$ cat src/rtl/paddle_pos_ctrl.sv
// paddle_pos_ctrl: arbitrates paddle position updates into clamped shadows and
// commits them to the renderer buses only at frame start, so paddles never tear.
module paddle_pos_ctrl #(
    parameter logic [15:0] X_MAX    = 16'd538,
    parameter logic [15:0] Y_MAX    = 16'd404,
    parameter logic [15:0] P1_X_RST = 16'd0,
    parameter logic [15:0] P2_X_RST = 16'd538,
    parameter logic [15:0] Y_RST    = 16'd202
) (
    input  logic        clk,
    input  logic        rst,
    input  logic        frame_start,
    input  logic        freeze,
    input  logic        p1_valid,
    input  logic [15:0] p1_x,
    input  logic [15:0] p1_y,
    output logic        p1_ready,
    input  logic        p2_valid,
    input  logic [15:0] p2_x,
    input  logic [15:0] p2_y,
    output logic        p2_ready,
    output logic [15:0] p1_x_loc,
    output logic [15:0] p1_y_loc,
    output logic [15:0] p2_x_loc,
    output logic [15:0] p2_y_loc,
    output logic        p1_dirty,
    output logic        p2_dirty,
    output logic        commit_pulse
);
    typedef enum logic {RUN, COMMIT} state_t;

    state_t      state;
    logic        last_p2;
    logic [15:0] p1_sx, p1_sy, p2_sx, p2_sy;

    function automatic logic [15:0] clamp(input logic [15:0] v, input logic [15:0] mx);
        return v[15] ? 16'd0 : (v > mx ? mx : v);
    endfunction

    // On a tie the requester that did not win last time is served.
    assign p1_ready = (state == RUN) && p1_valid && (!p2_valid || last_p2);
    assign p2_ready = (state == RUN) && p2_valid && (!p1_valid || !last_p2);

    always_ff @(posedge clk or posedge rst) begin
        if (rst) begin
            state        <= RUN;
            last_p2      <= 1'b1;
            p1_x_loc     <= P1_X_RST;
            p1_y_loc     <= Y_RST;
            p2_x_loc     <= P2_X_RST;
            p2_y_loc     <= Y_RST;
            p1_sx        <= P1_X_RST;
            p1_sy        <= Y_RST;
            p2_sx        <= P2_X_RST;
            p2_sy        <= Y_RST;
            p1_dirty     <= 1'b0;
            p2_dirty     <= 1'b0;
            commit_pulse <= 1'b0;
        end else begin
            commit_pulse <= 1'b0;
            if (state == RUN) begin
                if (p1_ready) begin
                    p1_sx    <= clamp(p1_x, X_MAX);
                    p1_sy    <= clamp(p1_y, Y_MAX);
                    p1_dirty <= 1'b1;
                    last_p2  <= 1'b0;
                end else if (p2_ready) begin
                    p2_sx    <= clamp(p2_x, X_MAX);
                    p2_sy    <= clamp(p2_y, Y_MAX);
                    p2_dirty <= 1'b1;
                    last_p2  <= 1'b1;
                end
                if (frame_start && !freeze)
                    state <= COMMIT;
            end else begin
                if (p1_dirty) begin
                    p1_x_loc <= p1_sx;
                    p1_y_loc <= p1_sy;
                end
                if (p2_dirty) begin
                    p2_x_loc <= p2_sx;
                    p2_y_loc <= p2_sy;
                end
                p1_dirty     <= 1'b0;
                p2_dirty     <= 1'b0;
                commit_pulse <= 1'b1;
                state        <= RUN;
            end
        end
    end
endmodule
$ cat config.mk
export PLATFORM = sky130hd
export DESIGN_NAME = paddle_pos_ctrl
export DESIGN_NICKNAME = d
export VERILOG_FILES = /design/src/rtl/paddle_pos_ctrl.sv
export SDC_FILE = /design/constraint.sdc
export NUM_CORES = 1
export LEC_CHECK = 0
export ABC_AREA = 1
export CAP_MARGIN = 20
export CORE_MARGIN = 5
export CORE_UTILIZATION = 55
export CTS_CLUSTER_DIAMETER = 120
export DETAILED_ROUTE_END_ITERATION = 8
export DONT_BUFFER_PORTS = 1
export GPL_ROUTABILITY_DRIVEN = 0
export PLACE_DENSITY = 0.73
export SETUP_SLACK_MARGIN = 0.02
export SLEW_MARGIN = 20
export SYNTH_ARGS = -nofsm -noshare
export SYNTH_HDL_FRONTEND = slang
export SYNTH_SLANG_ARGS = --single-unit
$ cat constraint.sdc
create_clock -name clk -period 3.9 [get_ports clk]
set_input_delay 0.39 -clock clk [delete_from_list [all_inputs] [get_ports clk]]
set_output_delay 0.39 -clock clk [all_outputs]
set_load 0.05 [all_outputs]
Yosys cells after proc, flatten, opt, wreduce, memory -nomap -nowiden --
Index checks and enable logic that the tools add are counted.
Cells by class: order comparisons 4, equality and inequality tests 1, mux-type cells 17, bitwise gates (word level) 2, reduce and logical (&&, ||, !) cells 20
Operator list (number):
- $mux W15 | 8
- $gt A16 B10 Y1 const B | 2
- $gt A16 B9 Y1 const B | 2
- $reduce_and A2 Y1 | 5
- $mux W1 | 9
- $reduce_bool A2 Y1 | 3
- $logic_and A1 B1 Y1 | 5
- $logic_not A1 Y1 | 4
- $reduce_and A3 Y1 | 1
- $logic_or A1 B1 Y1 | 2
- $ne A2 B1 Y1 const B | 1
- $not A1 Y1 | 2
Word-level totals: register bits 133, input port bits 70, output and inout port bits 69, word-level logic and storage cells 57

Longest topological paths before layout --
Gate-level depths: netlist of run 1.
depth after elaboration 6, depth in mapped cells 8, depth with buffers taken out 8

Least setup slack after synthesis of run 1 --
OpenSTA, ideal clock, no wires.
kind reg2out, from reg last_p2, to out p1_ready, data arrival time 1.116 ns, required time 3.510 ns, slack 2.394 ns, stages on the path, launching flop included 7, path buffers 2, cells stage by stage dfstp_2 inv_1 nand2_1 nand3_4 buf_8 inv_4 buf_6
Between the ends: cells in the longest elaborated chain, start to end 2
RTL lines:
- start, declared | RTL line 33 | logic last_p2;
- start signal, assigned | RTL line 47 | last_p2 <= 1'b1;
- start signal, assigned | RTL line 66 | last_p2 <= 1'b0;
- start signal, assigned | RTL line 71 | last_p2 <= 1'b1;
- $logic_or A1 B1 Y1 | RTL line 41 | assign p1_ready = (state == RUN) && p1_valid && (!p2_valid || last_p2);
- $logic_and A1 B1 Y1 | RTL line 41
- end, declared | RTL line 17 | output logic p1_ready,
No other way between the ends.

Worst setup path after layout of run 1 --
from reg state, to out p2_ready
Between the ends: cells in the longest elaborated chain, start to end 3
RTL lines:
- start, declared | RTL line 32 | state_t state;
- start signal, assigned | RTL line 46 | state <= RUN;
- start signal, assigned | RTL line 74 | state <= COMMIT;
- start signal, assigned | RTL line 87 | state <= RUN;
- $not A1 Y1 (no source line)
- $logic_and A1 B1 Y1 (2 in a row) | RTL line 42 | assign p2_ready = (state == RUN) && p2_valid && (!p1_valid || !last_p2);
- end, declared | RTL line 21 | output logic p2_ready,
No other way between the ends.

==> metrics.yaml, run 1 <==
synthesis:
  synth_compound_area_frac: 0.0617
  synth.distinct_cells: 27
  synthSimpleGateAreaFrac: 0.178
  yosys.area_share.adder: 0
  syn-mean-instance-area_um2: 10.1
  synth_xor_area_frac: 0
  synth_mux_area_frac: 0.0705
  ys_ff_latch: 125
  synthCells: 505
  yosysSeqAreaShare: 0.618
  synth_top_family_by_area: "simple AND/OR/NAND/NOR gates"
  synth_area_um2: 5110
  yosysWarnings: 0
timing:
  finalMaxSlewViolations: 0
  hold_ws_ps: 44.4
  fmaxAchievable_mhz: 447
  period_needed_ps: 2240
  rsz0062_at_grt: "false"
  post-route-period-util: 0.574
  tightest_slew_ps: 816
  clock_skew_ps: 10.1
  setup_viol: 0
  hold_violations: 0
  tns_ps: 0
  timing.slew.headroom: 0.454
status:
  status: "finished clean"
routing:
  via_per_inst: 5.14
  drc: 0
  wl_um: 9810
  drt-wirelength-per-cell_um: 15.3
  dr.pass1.iters: 4
  drtIter0Drc: 133
  final_antenna_net_count: 0
  vias: 3305
floorplan:
  num_rows: 35
  ioPinCount: 139
  initial_utilization: 0.559
  fp.dieW_um: 106
  core_um2: 9150
  die_y_um: 106
  die_area_um2: 11300
layout:
  areaGrowthSynthToFinish_pct: 13.2
  multi_input_area_um2: 1600
  fillers: 759
  final_area_um2: 5790
  layout-drive-gt1-share: 0.197
  regArea_um2: 3160
  num_antenna_cells: 0
  fin_nets: 589
global_route:
  grt_pass1_vias: 3437
  grt_pass1_wl_um: 16500
  grt_max_degree: 45
  grt_usage: 0.185
  grt_overflow: 0
  antenna_found_initial: 0
clock_tree:
  cts_max_level: 4
  numCtsBuffers: 17
  clkTransAtPathRegs_ps: 60
  cts_tree: "yes"
  cts_max_path_buffers: 2
  cts-resized-gates: 0
  clockRootBuffer: "clkbuf_8"
  clkSinkCount: 125
  insertion_delay_ps: 490
hold_path:
  min_path_cells: 3
  hold_end: "p2_sx[3]$_DFFE_PP1P_"
  hold_class: "primary input to flip-flop"
  hold_start: "p2_x[15]"
worst_setup_path:
  cp_top_family: "buffers and inverters"
  start_kind: "flip-flop"
  required_ps: 3510
  rr_worst_depth: 2
  cpMaxStageDelayCell: "inv_2"
  path_class: "flip-flop to output port"
  ff2ff_setup_slack_ps: 2000
  timing.rr.start: "p2_dirty$_DFFE_PP0P_"
  path_depth: 3
  slowest_delay_ps: 460
  critPathCaptureType: "output port"
  crit_chain: "inv_2 > nand3_4 > inv_2"
  arrival_ps: 1850
  worstPathMaxFanout: 21
  r2r_end: "p2_x_loc[5]$_DFFE_PP0P_"
  critPathBufInv: 2
  cp_common_cell: "inv_2"
job:
  maxCapViolCount: 0
pwr:
  power.leakage_uw: 0.00274
  worst_ir_drop_vdd_uv: 325
  power_uw: 3480
  powerDensity_nw_per_um2: 600
placed_design:
  port_buffers: 0
  dpl.hpwl_um: 6900
  placed_cell_area_um2: 5120
## through the flow
step                      worst slack (ps)  std cells   util
after floorplan                        224        508      -
after global placement                2020        603  0.560
after detailed placement              2000        603  0.560
after CTS                             1610        643  0.633
after global routing                  1530        643  0.633
final                                 1660        643  0.633
## how the worst max path moves through the flow
stage                              end  slack [ps]            startpoint
6_report                      p2_ready        1660       state$_DFF_PP0_
5_1_grt                       p2_ready        1530       state$_DFF_PP0_
4_1_cts                       p2_ready        1610       state$_DFF_PP0_
3_5_place_dp   p2_x_loc[5]$_DFFE_PP0P_        2000  p2_dirty$_DFFE_PP0P_
3_3_place_gp   p2_y_loc[4]$_DFFE_PP0P_        2020  p2_dirty$_DFFE_PP0P_
2_1_floorplan   commit_pulse$_DFF_PP0_         220                   rst
## state kept, by name, summed over array words and instances (netlist names), 15 cells and up
signal and count:
p1_sx 15, p1_sy 15, p1_x_loc 15, p1_y_loc 15, p2_sx 15, p2_sy 15, p2_x_loc 15, p2_y_loc 15
## where the power goes
group	internal (µW)	switching, µW	leakage [µW]
logic	84.6	152	0.000832
clock network	974	533	0.000287
registers	1430	306	0.00162
total	2480	991	0.00274
## Yosys cell counts
cell type	n	area, µm²
inv_1	52	195
nor2_8	1	20.0
nor3_2	1	10.0
buf_4	5	37.5
nand2_1	143	537
inv_4	1	6.26
nor2_1	38	143
nand3_1	14	70.1
conb_1	1	3.75
nand3_4	2	35.0
clkbuf_1	4	15.0
nor2_4	2	22.5
or2_0	1	6.26
nand2_2	3	18.8
buf_8	1	15.0
nor3b_1	1	7.51
nor3_1	2	10.0
mux2_2	32	360
o21ai_1	12	60.1
nor3_4	1	16.3
dfrtp_1	100	2500
inv_2	2	7.51
nor2_2	1	6.26
o21ai_0	51	255
or2_1	1	6.26
buf_6	8	90.1
dfstp_2	25	657
## routing by layer
layer  GRT usage  vias up  part of all wire
li1            -     1618                 -
met1       0.217     1597              0.40
met2       0.312       86              0.52
met3      0.0741        4             0.073
met4      0.0566        0            0.0064
met5           0        -                 0
## layout make-up
cell class	count	share of cell area
Multi-Input combinational cell	310	0.276
Clock buffer	22	0.0817
Tap cell	111	0.0240
Inverter	55	0.0365
Sequential cell	125	0.546
Clock inverter	10	0.0195
Timing Repair Buffer	10	0.0164
## cell usage in the layout, fill, tap and decap left out
cell type	Yosys	layout
or2_0	1	1
clkinvlp_4	0	2
nand2_1	143	143
nor2_2	1	1
o21ai_0	51	51
nand2_2	3	3
nor2_4	2	2
buf_4	5	2
mux2_2	32	32
nor2_8	1	1
nor3_2	1	1
bufinv_16	0	2
nand3_1	14	14
clkinv_2	0	4
o21ai_1	12	12
clkbuf_16	0	16
conb_1	1	4
nor2_1	38	38
inv_2	2	2
clkbuf_8	0	5
dlygate4sd3_1	0	8
nor3b_1	1	1
nor3_4	1	1
inv_4	1	2
dfrtp_1	100	100
inv_1	52	51
nand3_4	2	2
clkbuf_1	4	1
or2_1	1	1
clkinv_4	0	2
dfstp_2	25	25
nor3_1	2	2
## kinds of logic (layout without fill, tap and decap cells)
family | count (synthesis) | in the layout
AOI/OAI and AO/OA | 63 | 63
DFF | 125 | 125
other | 1 | 4
muxes | 32 | 32
and+or+nand+nor | 211 | 211
buffers and inverters | 73 | 97
## worst reg2reg max path, cell delays in order, from the launching register on
cell and delay (ps):
dfrtp_1 680, nand2_2 600, mux2_2 500
## repair_timing
item,in CTS,in global routing
endpoints found under the hold margin,45,0
hold buffers,8,0
setup buffers,0,0
Note: power is estimated with default switching activity, not from simulation.
==> run 2, diff against run 1 <==
- PLACE_DENSITY: 0.73 -> 0.7
- clock period: 3.9 -> 2.3 ns (I/O delays scaled with it)
==> run 2 against run 1 <==
Via count is 12% higher; sequential cell count stayed put; setup slack worse by 1500 ps; final cell count is 11% higher; total power is 78% higher; critical endpoint is now p1_sx[3]$_DFFE_PP0P_; largest cell class unchanged.
==> metrics.yaml, run 2 (synthesized netlist as in run 1, its figures left out) <==
pwr:
  power.leakage_uw: 0.00297  # +8.5%
  powerDensity_nw_per_um2: 952  # +59%
  worst_ir_drop_vdd_uv: 502  # +54%
  power_uw: 6200  # +78%
timing:
  hold_violations: 0  # unchanged
  fin_ws_ps: 186  # -1480 ps
  post-route-period-util: 0.919
  timing.slew.headroom: 0.551  # +0.0975
  tns_ps: 0  # unchanged
  fmaxAchievable_mhz: 473
  clock_skew_ps: 6.19  # -3.87 ps
  rsz0062_at_grt: "false"
  setup_viol: 0  # unchanged
  tightest_slew_ps: 670  # -146 ps
  finalMaxSlewViolations: 0  # unchanged
  period_needed_ps: 2110
floorplan:
  core_um2: 9150  # unchanged
  num_rows: 35  # unchanged
  ioPinCount: 139  # unchanged
  initial_utilization: 0.559  # unchanged
  fp.dieW_um: 106  # unchanged
  die_y_um: 106  # unchanged
  die_area_um2: 11300  # unchanged
routing:
  wl_um: 11600  # +19%
  dr.pass1.iters: 4  # unchanged
  via_per_inst: 5.21  # +1.3%
  final_antenna_net_count: 0  # unchanged
  vias: 3703  # +12%
  drtIter0Drc: 219  # +65%
  drc: 0  # unchanged
  drt-wirelength-per-cell_um: 16.4  # +7.3%
clock_tree:
  clkSinkCount: 125  # unchanged
  clockRootBuffer: "clkbuf_8"
  cts_tree: "yes"
  numCtsBuffers: 17  # unchanged
  insertion_delay_ps: 500  # about the same
  cts_max_path_buffers: 2  # unchanged
  cts_max_level: 4  # unchanged
  clkTransAtPathRegs_ps: 60  # about the same
status:
  status: "finished clean"
layout:
  stdcell_count: 711  # +11%
  final_area_um2: 6510  # +12%
  layout.cells.most_common: "nand2_1"
  num_antenna_cells: 0  # unchanged
  areaGrowthSynthToFinish_pct: 27.3
  layout-drive-gt1-share: 0.182  # -0.0157
  fin_nets: 657  # +12%
  mostFrequentLayoutCells: "nand2_1, dfrtp_1, dlygate4sd3_1"
placed_design:
  dp_cells: 606  # +0.50%
  port_buffers: 0  # unchanged
  dpl.hpwl_um: 6990  # +1.4%
  place_ws_ps: 684  # -1320 ps
  placed_cell_area_um2: 5160  # +0.71%
worst_setup_path:
  worstPathMaxFanout: 21  # unchanged
  path_class: "flip-flop to flip-flop"
  required_ps: 2750  # -760 ps
  start_kind: "flip-flop"
  critPathCaptureType: "flip-flop"
  ff2ff_setup_slack_ps: 190  # -1810 ps
  arrival_ps: 2560  # +710 ps
global_route:
  grt_pass1_wl_um: 19300  # +17%
  grt_pass1_vias: 3998  # +16%
  grt_overflow: 0  # unchanged
  grt_max_degree: 126  # +180%
  grt_usage: 0.218  # +0.0334
  antenna_found_initial: 0  # unchanged
job:
  maxCapViolCount: 0  # unchanged
hold_path:
  hold_class: "primary input to flip-flop"
run 2: critical path, cell delays in order, from the launching register on:
cell and delay, ps:
dfstp_2 530, inv_1 40, nand2_1 90, nand3_4 280
nor2_2 290, buf_4 160, nand2_1 40, dlygate4sd3_1 560
nand2_1 60
run 2: power by group:
| part | leakage [µW] | internal, µW | switching, µW |
|---|---|---|---|
| Combinational | 0.00105 | 219 | 312 |
| Clock | 0.000300 | 1800 | 954 |
| Sequential | 0.00162 | 2420 | 496 |
run 2: metrics by stage:
step,utilization,hold WS [ps]
after floorplan,-,300
after global placement,0.564,304
after detailed placement,0.564,303
after CTS,0.709,28.0
after global routing,0.711,82.2
final,0.711,74.7
run 2: area by class of cell:
type	count	area, µm²
fillers	627	2640
well taps	111	139
flip-flops and latches	125	3160
multi-input cells	311	1610
clock buffers	20	435
clock inverters	12	185
inverters	55	213
repair buffers	77	768
run 2: worst paths after layout:
path	from	to	depth (start not counted)
setup / recovery	last_p2$_DFFE_PP1P_	p1_sx[3]$_DFFE_PP0P_	8
hold / removal	p2_valid	p2_dirty$_DFFE_PP0P_	2
setup reg to reg	last_p2$_DFFE_PP1P_	p1_sx[3]$_DFFE_PP0P_	8
max in group asynchronous	rst	p2_y_loc[0]$_DFFE_PP0P_	3
min in group asynchronous	rst	p1_x_loc[3]$_DFFE_PP0P_	3
hold reg to reg	p2_sx[4]$_DFFE_PP1P_	p2_sx[4]$_DFFE_PP1P_	2
run 2: repair_timing:
item	CTS	global route
endpoints found under the hold margin	139	0
hold buffers	71	0
resized for setup	0	1
endpoints found under the setup margin	0	7
buffers inserted	0	1
run 2: layer usage:
metal / part of all wire / vias to the layer above / track usage
met4: 0.023 / 0 / 0.0804
met3: 0.090 / 27 / 0.0917
met5: 0 / - / 0
met2: 0.51 / 141 / 0.372
met1: 0.38 / 1788 / 0.244
li1: - / 1747 / -
==> run 3, diff against run 2 <==
- ABC_AREA: 1 -> unset
==> run 3 against run 2 <==
Register-to-register slack lost 20 ps; sequential share of layout area grew 1.5 points; die area decreased by 4.2%; fmax fell by 0.71%; synthesized cell count fell by 31%; largest cell class unchanged.
==> metrics.yaml, run 3 <==
clock_tree:
  cts_max_path_buffers: 2  # unchanged
  insertion_delay_ps: 490  # about the same
  numCtsBuffers: 17  # unchanged
  clockRootBuffer: "clkbuf_8"
  cts_max_level: 4  # unchanged
  clkSinkCount: 125  # unchanged
  cts_tree: "yes"
  clkTransAtPathRegs_ps: 60  # about the same
routing:
  final_antenna_net_count: 0  # unchanged
  dr.pass1.iters: 4  # unchanged
  drt-wirelength-per-cell_um: 19.6  # +20%
  drtIter0Drc: 147  # -33%
  via_per_inst: 5.81  # +12%
  wl_um: 10700  # -8.2%
  drc: 0  # unchanged
  vias: 3169  # -14%
worst_setup_path:
  arrival_ps: 2550  # about the same
  crit_chain: "nand2b_1 > nand2_2 > nor4_4 > a22o_1 > dlygate4sd3_1"
  required_ps: 2720  # -30 ps
  ff2ff_setup_slack_ps: 170  # -20 ps
  cpMaxStageDelayCell: "dfstp_2"
  start_kind: "flip-flop"
  critPathCaptureType: "flip-flop"
  slowest_delay_ps: 550  # about the same
  path_class: "flip-flop to flip-flop"
  worstPathMaxFanout: 14  # -33%
synthesis:
  async_reset_ff_frac: 1.00  # unchanged
  syn-mean-instance-area_um2: 14.1  # +39%
  synth.distinct_cells: 39  # +44%
  synth_area_um2: 4880  # -4.6%
  ys_ff_latch: 125  # unchanged
  yosysMostFrequentCell: "dfrtp_1"
  yosysWarnings: 0  # unchanged
  synth_edf_count: 0  # unchanged
  synthCells: 347  # -31%
  netlist.area_leader.share: 0.513  # +0.0235
  synthTopCellsByArea: "dfrtp_1, mux2_2, dfstp_2"
  yosysSeqAreaShare: 0.647  # +0.0296
  yosys_most_used_dff: "dfrtp_1"
  synth_commonest_cells: "dfrtp_1, mux2_2, dfstp_2"
  synth_top_cell_by_area: "dfrtp_1"
layout:
  layout.cells.most_common: "dfrtp_1"
  layout-drive-gt1-share: 0.327  # +0.146
  fillers: 570  # -9.1%
  mostFrequentLayoutCells: "dfrtp_1, mux2_2, dlygate4sd3_1"
  fin_nets: 494  # -25%
  num_antenna_cells: 0  # unchanged
  areaGrowthSynthToFinish_pct: 29.3
  stdcell_count: 545  # -23%
timing:
  rsz0062_at_grt: "false"
  post-route-period-util: 0.926  # +0.00660
  setup_viol: 0  # unchanged
  fin_ws_ps: 171  # -15.2 ps
  fmaxAchievable_mhz: 470  # -0.71%
  clock_skew_ps: 11.7  # +5.54 ps
  hold_ws_ps: 49.0  # -25.6 ps
  tightest_slew_ps: 636  # -34.0 ps
  timing.slew.headroom: 0.576  # +0.0242
  period_needed_ps: 2130  # +15.2 ps
  hold_violations: 0  # unchanged
  tns_ps: 0  # unchanged
  finalMaxSlewViolations: 0  # unchanged
floorplan:
  core_um2: 8680  # -5.2%
  initial_utilization: 0.562  # +0.00357
  fp.dieW_um: 104  # -2.1%
  ioPinCount: 139  # unchanged
  die_area_um2: 10900  # -4.2%
  die_y_um: 104  # -2.1%
  num_rows: 34  # -2.9%
placed_design:
  port_buffers: 0  # unchanged
  dpl.hpwl_um: 6450  # -7.8%
  dp_cells: 453  # -25%
  place_ws_ps: 413  # -272 ps
global_route:
  antenna_found_initial: 0  # unchanged
  grt_pass1_wl_um: 18100  # -6.4%
  grt_usage: 0.208  # -0.0101
  grt_max_degree: 126  # unchanged
  grt_overflow: 0  # unchanged
  grt_pass1_vias: 3448  # -14%
pwr:
  pwr-share-seq: 0.478  # +0.008
  p_int_uw: 4530  # +2.1%
  netSwitchingPower_uw: 1800  # +2.4%
  worst_ir_drop_vdd_uv: 655  # +31%
  power_uw: 6330  # +2.2%
  clockPowerShare: 0.439  # -0.005
  switching_share: 0.285  # +0.000495
  power.leakage_uw: 0.00299  # +0.73%
  powerDensity_nw_per_um2: 1000  # +5.4%
  p_comb_frac: 0.082  # -0.004
job:
  maxCapViolCount: 0  # unchanged
status:
  status: "finished clean"
hold_path:
  hold_class: "primary input to flip-flop"
## run 3: cell types whose count changed after synthesis, sizes merged, moves of 23 or more
cell	previous run	this run
nand2	146	22
o21ai	63	7
inv	55	8
nor2	42	9
mux2	32	60
and2	0	23
## run 3: metal layers
metal,wire (µm),GRT usage,vias to the layer above
li1,-,-,1413
met1,4460,0.266,1631
met2,5280,0.320,115
met3,823,0.0894,10
met4,120,0.0675,0
met5,0,0,-
## run 3: final cells by class
class | instances | area (µm²) | area share
clock inverter | 13 | 188 | 0.0297
clock buffer | 19 | 442 | 0.0700
timing repair buffer | 72 | 726 | 0.115
inverter | 9 | 37.5 | 0.00595
sequential | 125 | 3160 | 0.501
multi-input combinational | 199 | 1620 | 0.257
tap | 108 | 135 | 0.0214
## run 3: through the flow
stage | utilization | cell area [µm²]
after floorplan | - | 4890
after global placement | 0.585 | 5080
after detailed placement | 0.585 | 5080
after CTS | 0.726 | 6300
after global routing | 0.727 | 6310
final | 0.727 | 6310
## run 3: timing repair
item | CTS | global route
hold buffers | 59 | 0
gates resized for setup | 1 | 1
hold endpoints to repair | 139 | 0
gates cloned | 0 | 0
setup buffers | 0 | 1
pin swaps | 0 | 1
endpoints found under the setup margin | 1 | 6
## run 3: worst max-delay path, delay by kind of cell (launching register included)
family	cells	cell delay [ps]
simple gates	3	770
buf+inv	1	550
compound gates	1	190
flops	1	550
## run 3: power by group through the flow
stage                     clock network (µW)  registers (µW)  logic, µW
after floorplan                            0            3020        342
after global placement                     0            3060        431
after detailed placement                   0            3060        443
after CTS                               2830            3030        520
after global routing                    2960            3050        577
final                                   2780            3030        522
## run 3: path summary, 6_finish.rpt
kind,startpoint,to,cells past startpoint
min in group asynchronous,rst,p2_sx[10]$_DFFE_PP0P_,3
worst min-delay path,p1_valid,last_p2$_DFFE_PP1P_,2
worst max-delay path,last_p2$_DFFE_PP1P_,p1_sx[7]$_DFFE_PP0P_,5
worst max register to register,last_p2$_DFFE_PP1P_,p1_sx[7]$_DFFE_PP0P_,5
max in group asynchronous,rst,p1_x_loc[14]$_DFFE_PP0P_,3
worst min register to register,p2_sy[8]$_DFFE_PP0P_,p2_sy[8]$_DFFE_PP0P_,2
## run 3: cells by family (layout without fill, tap and decap cells)
kind of cell           after synthesis  count (layout)  synth area share
flip-flops                         125             125             0.647
AND/OR/NAND/NOR                     79              79            0.0956
multiplexers                        60              60             0.138
AO/OA/AOI/OAI                       56              56            0.0946
buffers and inverters               26             113            0.0231
other                                1               4          0.000768
